===== config.mk =====
export PLATFORM = sky130hd
export DESIGN_NAME = alu_seq_core
export DESIGN_NICKNAME = d
export VERILOG_FILES = /design/src/rtl/alu_seq_core.sv
export SDC_FILE = /design/constraint.sdc
export NUM_CORES = 1
export LEC_CHECK = 0
export BUFFER_PORTS_ARGS = -buffer_cell sky130_fd_sc_hd__buf_2
export CAP_MARGIN = 20
export CORE_ASPECT_RATIO = 0.9
export CORE_UTILIZATION = 26
export CTS_CLUSTER_DIAMETER = 80
export DETAILED_ROUTE_END_ITERATION = 8
export SLEW_MARGIN = 20
export SYNTH_ARGS = -nofsm -noshare
export SYNTH_HDL_FRONTEND = slang
export SYNTH_SLANG_ARGS = --single-unit

===== constraint.sdc =====
create_clock -name clk -period 5.2 [get_ports clk]
set_input_delay 1.56 -clock clk [delete_from_list [all_inputs] [get_ports clk]]
set_output_delay 1.56 -clock clk [all_outputs]
set_load 0.03 [all_outputs]

===== src/rtl/alu_seq_core.sv =====
// alu_seq_core: sequential ALU core with bit-serial operand loading.
//
// Operands A and B are shifted in MSB-first through data_in (sel_ab picks
// the target, save_bit strobes a bit). A start pulse in IDLE launches the
// operation selected by op. Single-cycle ops finish at the start edge.
// MUL is a WIDTH-iteration shift-add unit when ALU_SEQ_MUL_EN is defined.
// Without that macro, op 110 completes in one cycle with result 0 and V=Z=1.
//
// Parameters:
//   WIDTH     operand/result width (power of two, 4..32)
//   SW        shift-amount width, derived from WIDTH
// Ports:
//   clk       rising-edge clock
//   rst_n     asynchronous active-low reset
//   ena       clock enable; low freezes all state
//   data_in   serial operand bit
//   sel_ab    0 = load A, 1 = load B
//   save_bit  shift data_in into the selected operand (IDLE, start low)
//   start     launch operation (sampled in IDLE only)
//   op        000 ADD, 001 SUB, 010 AND, 011 OR, 100 XOR, 101 SHL,
//             110 MUL, 111 SHR
//   shamt     shift amount for SHL/SHR
//   result    registered result (low half for MUL)
//   result_hi MUL high half, 0 otherwise
//   flags     {N,V,C,Z}
//   busy      high while the FSM is not IDLE
//   done      one-cycle completion pulse
module alu_seq_core #(
  parameter int WIDTH = 8,
  parameter int SW    = $clog2(WIDTH)
) (
  input  logic             clk,
  input  logic             rst_n,
  input  logic             ena,
  input  logic             data_in,
  input  logic             sel_ab,
  input  logic             save_bit,
  input  logic             start,
  input  logic [2:0]       op,
  input  logic [SW-1:0]    shamt,
  output logic [WIDTH-1:0] result,
  output logic [WIDTH-1:0] result_hi,
  output logic [3:0]       flags,
  output logic             busy,
  output logic             done
);

  localparam logic [2:0] OP_ADD = 3'b000;
  localparam logic [2:0] OP_SUB = 3'b001;
  localparam logic [2:0] OP_AND = 3'b010;
  localparam logic [2:0] OP_OR  = 3'b011;
  localparam logic [2:0] OP_XOR = 3'b100;
  localparam logic [2:0] OP_SHL = 3'b101;
  localparam logic [2:0] OP_MUL = 3'b110;
  localparam logic [2:0] OP_SHR = 3'b111;

  typedef enum logic [1:0] {
    IDLE = 2'd0,
    RUN  = 2'd1,
    DONE = 2'd2
  } state_t;

  state_t           state;
  logic [WIDTH-1:0] a_reg;
  logic [WIDTH-1:0] b_reg;

  function automatic logic add_ovf(input logic signed [WIDTH-1:0] x,
                                   input logic signed [WIDTH-1:0] y,
                                   input logic signed [WIDTH-1:0] s);
    return (x[WIDTH-1] == y[WIDTH-1]) && (s[WIDTH-1] != x[WIDTH-1]);
  endfunction

  function automatic logic sub_ovf(input logic signed [WIDTH-1:0] x,
                                   input logic signed [WIDTH-1:0] y,
                                   input logic signed [WIDTH-1:0] s);
    return (x[WIDTH-1] != y[WIDTH-1]) && (s[WIDTH-1] != x[WIDTH-1]);
  endfunction

  function automatic logic [3:0] pack_flags(input logic [WIDTH-1:0] r,
                                            input logic v,
                                            input logic c);
    return {r[WIDTH-1], v, c, (r == '0)};
  endfunction

  // Single-cycle datapath: evaluated from the held operands while in IDLE
  logic signed [WIDTH-1:0] a_s, b_s;
  logic [WIDTH:0]          add_w, sub_w, shl_w, shr_w;
  logic [WIDTH-1:0]        sc_res;
  logic                    sc_v, sc_c;
  logic [3:0]              sc_flags;

  assign a_s   = a_reg;
  assign b_s   = b_reg;
  assign add_w = {1'b0, a_reg} + {1'b0, b_reg};
  assign sub_w = {1'b0, a_reg} - {1'b0, b_reg};
  // The extra bit catches the last bit shifted out; it is 0 for shamt = 0.
  assign shl_w = {1'b0, a_reg} << shamt;
  assign shr_w = {a_reg, 1'b0} >> shamt;

  always_comb begin
    sc_res = '0;
    sc_v   = 1'b0;
    sc_c   = 1'b0;
    case (op)
      OP_ADD: begin
        sc_res = add_w[WIDTH-1:0];
        sc_c   = add_w[WIDTH];
        sc_v   = add_ovf(a_s, b_s, add_w[WIDTH-1:0]);
      end
      OP_SUB: begin
        sc_res = sub_w[WIDTH-1:0];
        sc_c   = sub_w[WIDTH];
        sc_v   = sub_ovf(a_s, b_s, sub_w[WIDTH-1:0]);
      end
      OP_AND: sc_res = a_reg & b_reg;
      OP_OR:  sc_res = a_reg | b_reg;
      OP_XOR: sc_res = a_reg ^ b_reg;
      OP_SHL: begin
        sc_res = shl_w[WIDTH-1:0];
        sc_c   = shl_w[WIDTH];
      end
      OP_SHR: begin
        sc_res = shr_w[WIDTH:1];
        sc_c   = shr_w[0];
      end
`ifndef ALU_SEQ_MUL_EN
      // No multiplier: a fixed result 0 with V set marks the op as unsupported.
      OP_MUL: sc_v = 1'b1;
`endif
      default: ;
    endcase
    sc_flags = pack_flags(sc_res, sc_v, sc_c);
  end

`ifdef ALU_SEQ_MUL_EN
  // Multiplier step: {acc_hi, mplr} is the running product; the multiplier
  // occupies the low half and is consumed one bit per iteration.
  logic [WIDTH-1:0] acc_hi;
  logic [WIDTH-1:0] mplr;
  logic [SW-1:0]    cnt;
  logic [WIDTH:0]   mul_sum;
  logic [WIDTH-1:0] mul_hi_nx, mul_lo_nx;

  assign mul_sum   = {1'b0, acc_hi} + ({(WIDTH+1){mplr[0]}} & {1'b0, a_reg});
  assign mul_hi_nx = mul_sum[WIDTH:1];
  assign mul_lo_nx = {mul_sum[0], mplr[WIDTH-1:1]};

  always_ff @(posedge clk) begin
    if (ena) begin
      if (state == IDLE && start && op == OP_MUL) begin
        acc_hi <= '0;
        mplr   <= b_reg;
      end else if (state == RUN) begin
        acc_hi <= mul_hi_nx;
        mplr   <= mul_lo_nx;
      end
    end
  end
`endif

  // Control FSM and architectural registers
  always_ff @(posedge clk or negedge rst_n) begin
    if (!rst_n) begin
      state     <= IDLE;
      a_reg     <= '0;
      b_reg     <= '0;
      result    <= '0;
      result_hi <= '0;
      flags     <= '0;
      busy      <= 1'b0;
      done      <= 1'b0;
`ifdef ALU_SEQ_MUL_EN
      cnt       <= '0;
`endif
    end else if (ena) begin
      case (state)
        IDLE: begin
          if (start) begin
`ifdef ALU_SEQ_MUL_EN
            if (op == OP_MUL) begin
              state <= RUN;
              busy  <= 1'b1;
              cnt   <= '0;
            end else begin
              state     <= DONE;
              busy      <= 1'b1;
              done      <= 1'b1;
              result    <= sc_res;
              result_hi <= '0;
              flags     <= sc_flags;
            end
`else
            state     <= DONE;
            busy      <= 1'b1;
            done      <= 1'b1;
            result    <= sc_res;
            result_hi <= '0;
            flags     <= sc_flags;
`endif
          end else if (save_bit) begin
            if (sel_ab) b_reg <= {b_reg[WIDTH-2:0], data_in};
            else        a_reg <= {a_reg[WIDTH-2:0], data_in};
          end
        end
`ifdef ALU_SEQ_MUL_EN
        RUN: begin
          cnt <= cnt + 1'b1;
          if (cnt == SW'(WIDTH - 1)) begin
            state     <= DONE;
            done      <= 1'b1;
            result    <= mul_lo_nx;
            result_hi <= mul_hi_nx;
            flags     <= pack_flags(mul_lo_nx, (mul_hi_nx != '0), (mul_hi_nx != '0));
          end
        end
`endif
        DONE: begin
          state <= IDLE;
          busy  <= 1'b0;
          done  <= 1'b0;
        end
        default: begin
          state <= IDLE;
          busy  <= 1'b0;
          done  <= 1'b0;
        end
      endcase
    end
  end

endmodule


==> run metrics, run 1 <==
status=completed; main combinational cell family by area after synthesis=compound AO/OA/AOI/OAI gates; design area=3160 sq um; Leak=0.00137 uW; Arr. time, crit path=3.76 ns; starting DRC count in detailed routing=a little over 300; clk root buf=clkbuf_16; Synth Area in XOR/XNOR=between 2 and 2.5%; M1 wire length=about 3700 um; Skew-Pair Late Insertion Delay=0.27 ns; Worst Path Buf+Inv=1; Slew HR=55.4%; multiplexer share of the synthesized area=a little under an eighth; Final Cycle Share=around 68%; Vias=approximately 2.6k; Hold Path Class=reg2reg; Residual DRC=0; hpwl dp=6060 um; Yosys reg bits=28; Hold Slack=0.487 ns; number of max-cap violations=0; postcts setup bufs=0; Placer Congestion=0.893; clk sinks=28; CP max stage cell=or4_1; max incr delay on CP=0.60 ns; Largest delay share family, worst path=simple AND/OR/NAND/NOR gates; synth cell count leaders=nand2_1 (39), o21ai_0 (29), dfrtp_1 (28); WL final=7770 um; layout cell share with drive strength beyond 1=between 10% and 20%; DR pass1 iterations=5; top-count cell post-synth=nand2_1; distinct cell type count after synthesis=61; Final nets=394; hold_sp=result[4]$_DFFE_PN0P_; Crit path depth=8; synthesized area per cell=8.46 sq um; H-tree Lvls=1; synth top area cells=dfrtp_1 (24%), ha_1 (10%), mux2i_1 (5.8%); met3 routed WL=365 um; crit path max fanout=23; DRT antenna net count=0; EDFF count, synth=0; pre-CTS WS=1.42 ns; pwr dens=398 nW/um^2; sequential cell area=701 sq um; RSZ-0062 raised after global routing=no; Adder-Cell Fraction of Synth Area=11.6%; crit-path cells=buf_2 > mux2i_1 > mux4_1 > nand2b_1 > o311ai_1 > or4_1 > nor4_2 > a32o_2; Cell Rows=36; r2r startpoint=a_reg[4]$_DFFE_PN0P_; crit path launch=shamt[1]; cts bufs inserted=3; worst clock skew=0.00258 ns; kind of critical path=in2reg; min Tclk post-route=around 3.5 ns; worst slew pin tran=0.669 ns; IO Port Bufs=26; met2 WL=around 3500 um; Design Power=1260 uW; largest net degree at the start of global routing=33; R2R depth=9; DIE AREA=11700 sq um; Most used DFF post-synth=dfrtp_1; multi-input logic area=1930 sq um; initial core utilization=26.9%; vias in the first global route=2333; Setup violations, final=0; Clock transition at path regs=0.07 ns; fill count=between 1k and 1.5k; Critical Path RT=5.41 ns; Synth Area in Compound Gates=21.7%; total grt overflow=0; Chip Width=114 um; clk buf depth=2; Syn Inst Count=346; FF-to-FF End=flags[0]$_DFFE_PN0P_; GRT Util Overall=13.7%; Worst Setup End Kind=register; Pins Over Slew Limit=0; async set or reset register ratio after synthesis=100%; antenna cells=0; Top Layer Used=met4; global-route wire length before repair=12500 um; setup_tns=0 ns; Core Area=10900 sq um; sequential cell area fraction in the yosys report=23.9%; Placed Area=3050 sq um; crit start category=input pin; CP endpoint=flags[0]$_DFFE_PN0P_; peak supply drop=approximately 0.13 mV; Die Ht=about 100 um; vias per cell=between 5 and 6; warning count from the yosys run=0; Syn Std Cell Area=2930 sq um; Synth area leader=dfrtp_1; initial antenna violation count=0; final setup margin=1.66 ns; drt wl/cell=around 15 um; Hold-fix buffers, CTS=0; final hold vios=0; I/O pin total=35; Achievable Freq=282 MHz; simple-gate area share of the yosys netlist=17.4%; CTS tree=built; Yosys top cell area share=23.9%; Layout area overhead=7.82%; CTS-repair resized insts=0; R2R setup slack=2.14 ns
-- cell usage in the layout, fill, tap and decap left out, types with 10 or more instances in the layout --
cell / Yosys / routed
nand2_1: 39 / 39
o21ai_0: 29 / 29
dfrtp_1: 28 / 28
nor2_1: 26 / 26
buf_2: 4 / 26
inv_1: 25 / 25
ha_1: 24 / 24
mux2i_1: 17 / 17
a21oi_1: 17 / 17
a211oi_1: 10 / 10
nor3_1: 10 / 10
-- worst reg2reg max path, delay by kind of cell, from the launching register on --
kind / cells / cell delay, ns
buffers and inverters: 1 / 0.11
DFF: 1 / 0.56
AOI/OAI and AO/OA: 5 / 1.56
adders and majority gates: 1 / 0.52
xor gates and xnor gates: 1 / 0.10
and+or+nand+nor: 1 / 0.13
-- cell families after synthesis --
kind of cell    count (synthesis)
mux                            27
flops                          28
other cells                     1
compound gates                 96
fa+ha+maj                      26
simple gates                  105
buf+inv                        55
xor+xnor                        8
-- cell type report --
cell class	count	area share [%]
Inverter	25	2.97
Sequential cell	28	22.2
Clock buffer	3	2.38
Clock inverter	1	0.951
Multi-Input combinational cell	270	61.1
Timing Repair Buffer	27	4.36
Tap cell	152	6.02
-- report_power, final --
part / leakage, uW / switching [uW] / internal (uW)
clock: 0.0000511 / 83.0 / 154
sequential: 0.000347 / 84.8 / 273
combinational: 0.000976 / 404 / 257
-- layer usage --
metal	up-vias	global-route usage, %
met5	-	0
met4	0	4.50
met3	15	1.94
met2	73	21.3
met1	1245	19.5
li1	1230	-
-- how the worst min path moves through the flow --
stage,end,slack [ns],cells past startpoint
after floorplan,b_reg[2]$_DFFE_PN0P_,0.48,2
after global placement,result[6]$_DFFE_PN0P_,0.46,2
after detailed placement,result[5]$_DFFE_PN0P_,0.47,2
after CTS,result[5]$_DFFE_PN0P_,0.49,2
after global routing,result[4]$_DFFE_PN0P_,0.50,1
final,result[4]$_DFFE_PN0P_,0.49,1
-- per-stage QoR --
stage / cells / utilization, %
6_report: 506 / 29.0
5_1_grt: 506 / 29.0
4_1_cts: 506 / 29.0
3_5_place_dp: 502 / 28.0
3_3_place_gp: 502 / 28.0
2_1_floorplan: 353 / -
Note: power is estimated with default switching activity, not from simulation.
==> run 2: changes to the inputs <==
Clock period 5.2 ns to 3.55 ns, I/O delays scaled along.
==> run 2 against run 1 <==
Total power up 45%. Count of clock-buffer cells in the layout unchanged. Cell count up 0.79%. Register-to-register slack worse by 1.6 ns. Sequential cell count unchanged. Cell area up 0.95%. Highest routed layer unchanged.
==> run metrics, run 2 (synthesized netlist as in run 1, its figures left out) <==
Slew HR=52.9% (-2.5 points); Chip Width=114 um (unchanged); Psw=821 uW (+44%); grt met2 use=21.2% (-0.14 points); Pins Over Slew Limit=0 (unchanged); Die Ht=103 um (unchanged); H-tree Lvls=1 (unchanged); pwr dens=572 nW/um^2 (+44%); Achievable Freq=332 MHz; DIE AREA=11700 sq um (unchanged); postcts setup bufs=0 (unchanged); worst clock skew=0.00128 ns (-0.00130 ns); Clock transition at path regs=0.07 ns (about the same); Leak=0.00139 uW (+1.4%); crit-path cells=inv_1 > ha_1 > nor3_1 > a2111oi_0 > o21ai_0 > o21ai_1 > xor2_1 > a211oi_1 > a32o_2; starting DRC count in detailed routing=186 (-39%); WL final=7650 um (-1.5%); initial core utilization=26.9% (unchanged); status=completed; Final nets=398 (+1.0%); GRT busiest layer=met2; Arr. time, crit path=3.22 ns (-0.54 ns); I/O pin total=35 (unchanged); Hold Path Class=reg2reg; hpwl dp=6000 um (-0.88%); DRT antenna net count=0 (unchanged); sequential cell area=701 sq um (unchanged); antenna cells=0 (unchanged); Design Power=1820 uW (+45%); Core Area=10900 sq um (unchanged); vias in the first global route=2445 (+4.8%); Worst Setup End Kind=register; clk root buf=clkbuf_16; Skew-Pair Late Insertion Delay=0.27 ns (about the same); max incr delay on CP=0.61 ns (about the same); fill count=1194 (-0.17%); Vias=2542 (-0.82%); internal power=1000 uW (+47%); final hold vios=0 (unchanged); Clock power frac=18.7% (-0.2 points); crit path max fanout=11 (-52%); kind of critical path=reg2reg; cts bufs inserted=3 (unchanged); number of max-cap violations=0 (unchanged); CTS-repair resized insts=0 (unchanged); crit start category=register; Critical Path RT=3.76 ns (-1.65 ns); DR pass1 iterations=5 (unchanged); Residual DRC=0 (unchanged); Setup violations, final=0 (unchanged); worst slew pin tran=0.688 ns (+0.0190 ns); Final Core Density=29.2% (+0.28 points); most frequent cells in the layout=nand2_1 (39), o21ai_0 (29), dfrtp_1 (28); clk buf depth=2 (unchanged); combinational share of power=52.4% (-0.3 points); Hold-fix buffers, CTS=0 (unchanged); min Tclk post-route=3.01 ns; final non-filler cell total=510 (+0.79%); Layout area overhead=8.85%; Worst Path Buf+Inv=1 (unchanged); Placer Congestion=0.924 (+3.4%); drt wl/cell=15.0 um (-2.3%); Sw Ratio=45.0% (-0.54 points); RSZ-0062 raised after global routing=no; setup_tns=0 ns (unchanged); met3 Use GR=2.00% (+0.059 points); Hold Slack=0.482 ns (-0.00545 ns); initial antenna violation count=0 (unchanged); layout cell share with drive strength beyond 1=15.1% (+0.96 points); peak supply drop=0.167 mV (+28%); CTS tree=built; Final Cycle Share=84.9%; CP max stage cell=a2111oi_0; clk sinks=28 (unchanged); IO Port Bufs=26 (unchanged); global-route wire length before repair=12800 um (+1.7%); vias per cell=4.98 (-1.6%); largest net degree at the start of global routing=29 (-12%); commonest non-fill, non-tap cell in the layout=nand2_1; M1 GR Usage=20.0% (+0.49 points); # placed instances=506 (+0.80%); share of power burned in registers=28.9% (+0.4 points); total grt overflow=0 (unchanged); Cell Rows=36 (unchanged); GRT Util Overall=13.8% (+0.073 points); Largest delay share family, worst path=compound AO/OA/AOI/OAI gates; multi-input logic area=1930 sq um (unchanged)
run 2: area by class of cell:
class | instances | area share, %
repair buffers | 31 | 5.26
well taps | 152 | 5.97
clock inverters | 1 | 0.942
inverters | 25 | 2.94
flip-flops and latches | 28 | 22.0
clock buffers | 3 | 2.36
multi-input cells | 270 | 60.5
run 2: path summary, 6_finish.rpt:
kind	startpoint	endpoint	slack [ns]	cells past startpoint
setup / recovery	a_reg[4]$_DFFE_PN0P_	flags[0]$_DFFE_PN0P_	0.54	9
hold / removal	result[4]$_DFFE_PN0P_	result[4]$_DFFE_PN0P_	0.48	1
setup reg to reg	a_reg[4]$_DFFE_PN0P_	flags[0]$_DFFE_PN0P_	0.54	9
hold reg to reg	result[4]$_DFFE_PN0P_	result[4]$_DFFE_PN0P_	0.48	1
max in group asynchronous	rst_n	result[0]$_DFFE_PN0P_	2.30	1
min in group asynchronous	rst_n	b_reg[3]$_DFFE_PN0P_	0.82	1
run 2: power groups by stage:
stage / clock network, uW / registers [uW] / logic (uW)
finish: 342 / 527 / 955
CTS: 350 / 526 / 951
floorplan: 0 / 559 / 681
global route: 359 / 545 / 1070
global placement: 0 / 529 / 945
detailed placement: 0 / 532 / 946
run 2: worst register-to-register path, stage by stage, from the launching register on:
cell       delay [ns]
dfrtp_1          0.55
inv_1            0.11
ha_1             0.53
nor3_1           0.13
a2111oi_0        0.61
o21ai_0          0.18
o21ai_1          0.12
xor2_1           0.10
a211oi_1         0.39
a32o_2           0.23
run 2: stage by stage:
step                      area, sq um  setup WS (ns)
after CTS                        3190          0.550
after detailed placement         3080          0.302
after global routing             3190          0.321
after global placement           3080          0.379
after floorplan                  2950          0.745
final                            3190          0.537
run 2: routing by layer:
metal	up-vias	routed length (um)
met5	-	0
met2	64	3310
met1	1230	3850
met3	11	371
met4	0	117
li1	1237	-
==> run 3: changes to the inputs <==
Clock period 3.55 ns to 2.5 ns, I/O delays scaled along.
==> run 3 against run 2 <==
The run now ends with negative setup slack left. First-iteration DRC count is 86% higher. Critical path depth stayed put. Combinational power is 130% higher. Fmax is 19% higher. Global-route usage is 1.4 points higher. Cell area is 25% higher. Sequential cell count stayed put. Cell count is 16% higher. Critical endpoint unchanged. Largest cell class unchanged. Largest power group unchanged.
==> run metrics, run 3 (synthesized netlist as in run 1, its figures left out) <==
clk buf depth=2 (unchanged); vias per cell=4.77 (-4.3%); Vias=2819 (+11%); max incr delay on CP=0.53 ns (-0.08 ns); Pins Over Slew Limit=0 (unchanged); Worst Setup End Kind=register; Core Area=10900 sq um (unchanged); DRT antenna net count=0 (unchanged); WL final=8730 um (+14%); Design Power=3310 uW (+81%); layout cell share with drive strength beyond 1=36.9% (+22 points); Largest delay share family, worst path=simple AND/OR/NAND/NOR gates; clk sinks=28 (unchanged); Hold-fix buffers, CTS=0 (unchanged); final hold vios=0 (unchanged); drt wl/cell=14.8 um (-1.6%); DIE AREA=11700 sq um (unchanged); Clock transition at path regs=0.07 ns (about the same); Layout area overhead=36.1%; design area=3990 sq um (+25%); peak supply drop=0.309 mV (+85%); Worst Path Buf+Inv=0 (-1); global-route wire length before repair=13900 um (+8.7%); Arr. time, crit path=2.73 ns (-0.49 ns); initial core utilization=26.9% (unchanged); Die Ht=103 um (unchanged); final setup margin=-0.0230 ns (-0.560 ns); Hold Path Class=reg2reg; # placed instances=580 (+15%); Final Cycle Share=101% (+16 points); Placed Area=3640 sq um (+18%); GRT Util Overall=15.1% (+1.4 points); crit start category=register; Slew HR=57.3% (+4.4 points); Residual DRC=0 (unchanged); pre-CTS WS=-0.328 ns (-0.630 ns); Cell Rows=36 (unchanged); setup_tns=-0.0230 ns (-0.0230 ns); IO Port Bufs=26 (unchanged); Skew-Pair Late Insertion Delay=0.26 ns (about the same); H-tree Lvls=1 (unchanged); I/O pin total=35 (unchanged); CTS tree=built; CP max stage cell=or4_4; crit path max fanout=4 (-7); cts bufs inserted=3 (unchanged); antenna cells=0 (unchanged); starting DRC count in detailed routing=346 (+86%); Placer Congestion=0.904 (-2.1%); min Tclk post-route=2.52 ns (-0.490 ns); worst slew pin tran=0.624 ns (-0.0640 ns); Final nets=479 (+20%); Critical Path RT=2.71 ns (-1.05 ns); status=complete, but fails checks; clk root buf=clkbuf_16; final non-filler cell total=591 (+16%); fill count=1136 (-4.9%); Achievable Freq=396 MHz (+19%); Chip Width=114 um (unchanged); kind of critical path=reg2reg; number of max-cap violations=0 (unchanged); commonest non-fill, non-tap cell in the layout=buf_4; Leak=0.00180 uW (+30%); crit-path cells=ha_2 > fa_2 > a21o_1 > a21oi_2 > o21ai_2 > mux2i_1 > or4_4 > nor4_4 > a32o_2; pwr dens=830 nW/um^2 (+45%); vias in the first global route=2756 (+13%); hpwl dp=6880 um (+15%); initial antenna violation count=0 (unchanged); most frequent cells in the layout=buf_4 (85), nand2_1 (39), o21ai_0 (28); RSZ-0062 raised after global routing=yes; worst clock skew=0.00225 ns (+0.000966 ns); Setup violations, final=1 (+1); failing checks=negative setup slack; largest net degree at the start of global routing=29 (unchanged); DR pass1 iterations=5 (unchanged); total grt overflow=0 (unchanged)
run 3: cell types whose count changed in the layout (fill, tap and decap cells not counted), sizes merged:
cell	previous run	this run
buf	31	112
run 3: area by class of cell:
class	instances	area (sq um)	share of cell area, %
clock inverter	1	30.0	0.754
inverter	25	93.8	2.35
sequential	28	703	17.6
multi-input combinational	270	2110	52.9
timing repair buffer	112	786	19.7
clock buffer	3	75.1	1.88
tap	152	190	4.77
run 3: through the flow:
step | hold WS (ns) | util (%)
2_1_floorplan | 0.454 | -
3_3_place_gp | 0.458 | 33.4
3_5_place_dp | 0.469 | 33.4
4_1_cts | 0.487 | 35.5
5_1_grt | 0.510 | 36.6
6_report | 0.481 | 36.6
run 3: layer usage:
layer,vias to the layer above,part of all wire (%),global-route usage (%)
met5,-,0,0
met4,0,0.80,2.80
met3,6,3.9,1.29
met2,56,47,26.5
met1,1352,48,20.7
li1,1405,-,-
run 3: what timing repair did:
item	CTS	global route
setup endpoints to repair	3	4
pin swaps	8	8
gates resized for setup	19	17
setup buffers	3	4
run 3: where the power goes:
part,internal [uW],switching (uW)
Sequential,570,88.0
Clock,319,160
Combinational,1020,1150
run 3: path summary, 6_finish.rpt:
| kind | slack [ns] | cells past startpoint | endpoint | start |
|---|---|---|---|---|
| worst max register to register | -0.02 | 9 | flags[0]$_DFFE_PN0P_ | b_reg[0]$_DFFE_PN0P_ |
| worst max-delay path | -0.02 | 9 | flags[0]$_DFFE_PN0P_ | b_reg[0]$_DFFE_PN0P_ |
| min in group asynchronous | 0.51 | 1 | a_reg[3]$_DFFE_PN0P_ | rst_n |
| worst min-delay path | 0.48 | 1 | result[4]$_DFFE_PN0P_ | result[4]$_DFFE_PN0P_ |
| max in group asynchronous | 1.54 | 1 | a_reg[0]$_DFFE_PN0P_ | rst_n |
| worst min register to register | 0.48 | 1 | result[4]$_DFFE_PN0P_ | result[4]$_DFFE_PN0P_ |
run 3: worst reg2reg max path, stage by stage (launching register included):
cell and delay, ns:
dfrtp_2 0.44, ha_2 0.20, fa_2 0.34, a21o_1 0.17, a21oi_2 0.20, o21ai_2 0.10
mux2i_1 0.15, or4_4 0.53, nor4_4 0.15, a32o_2 0.19
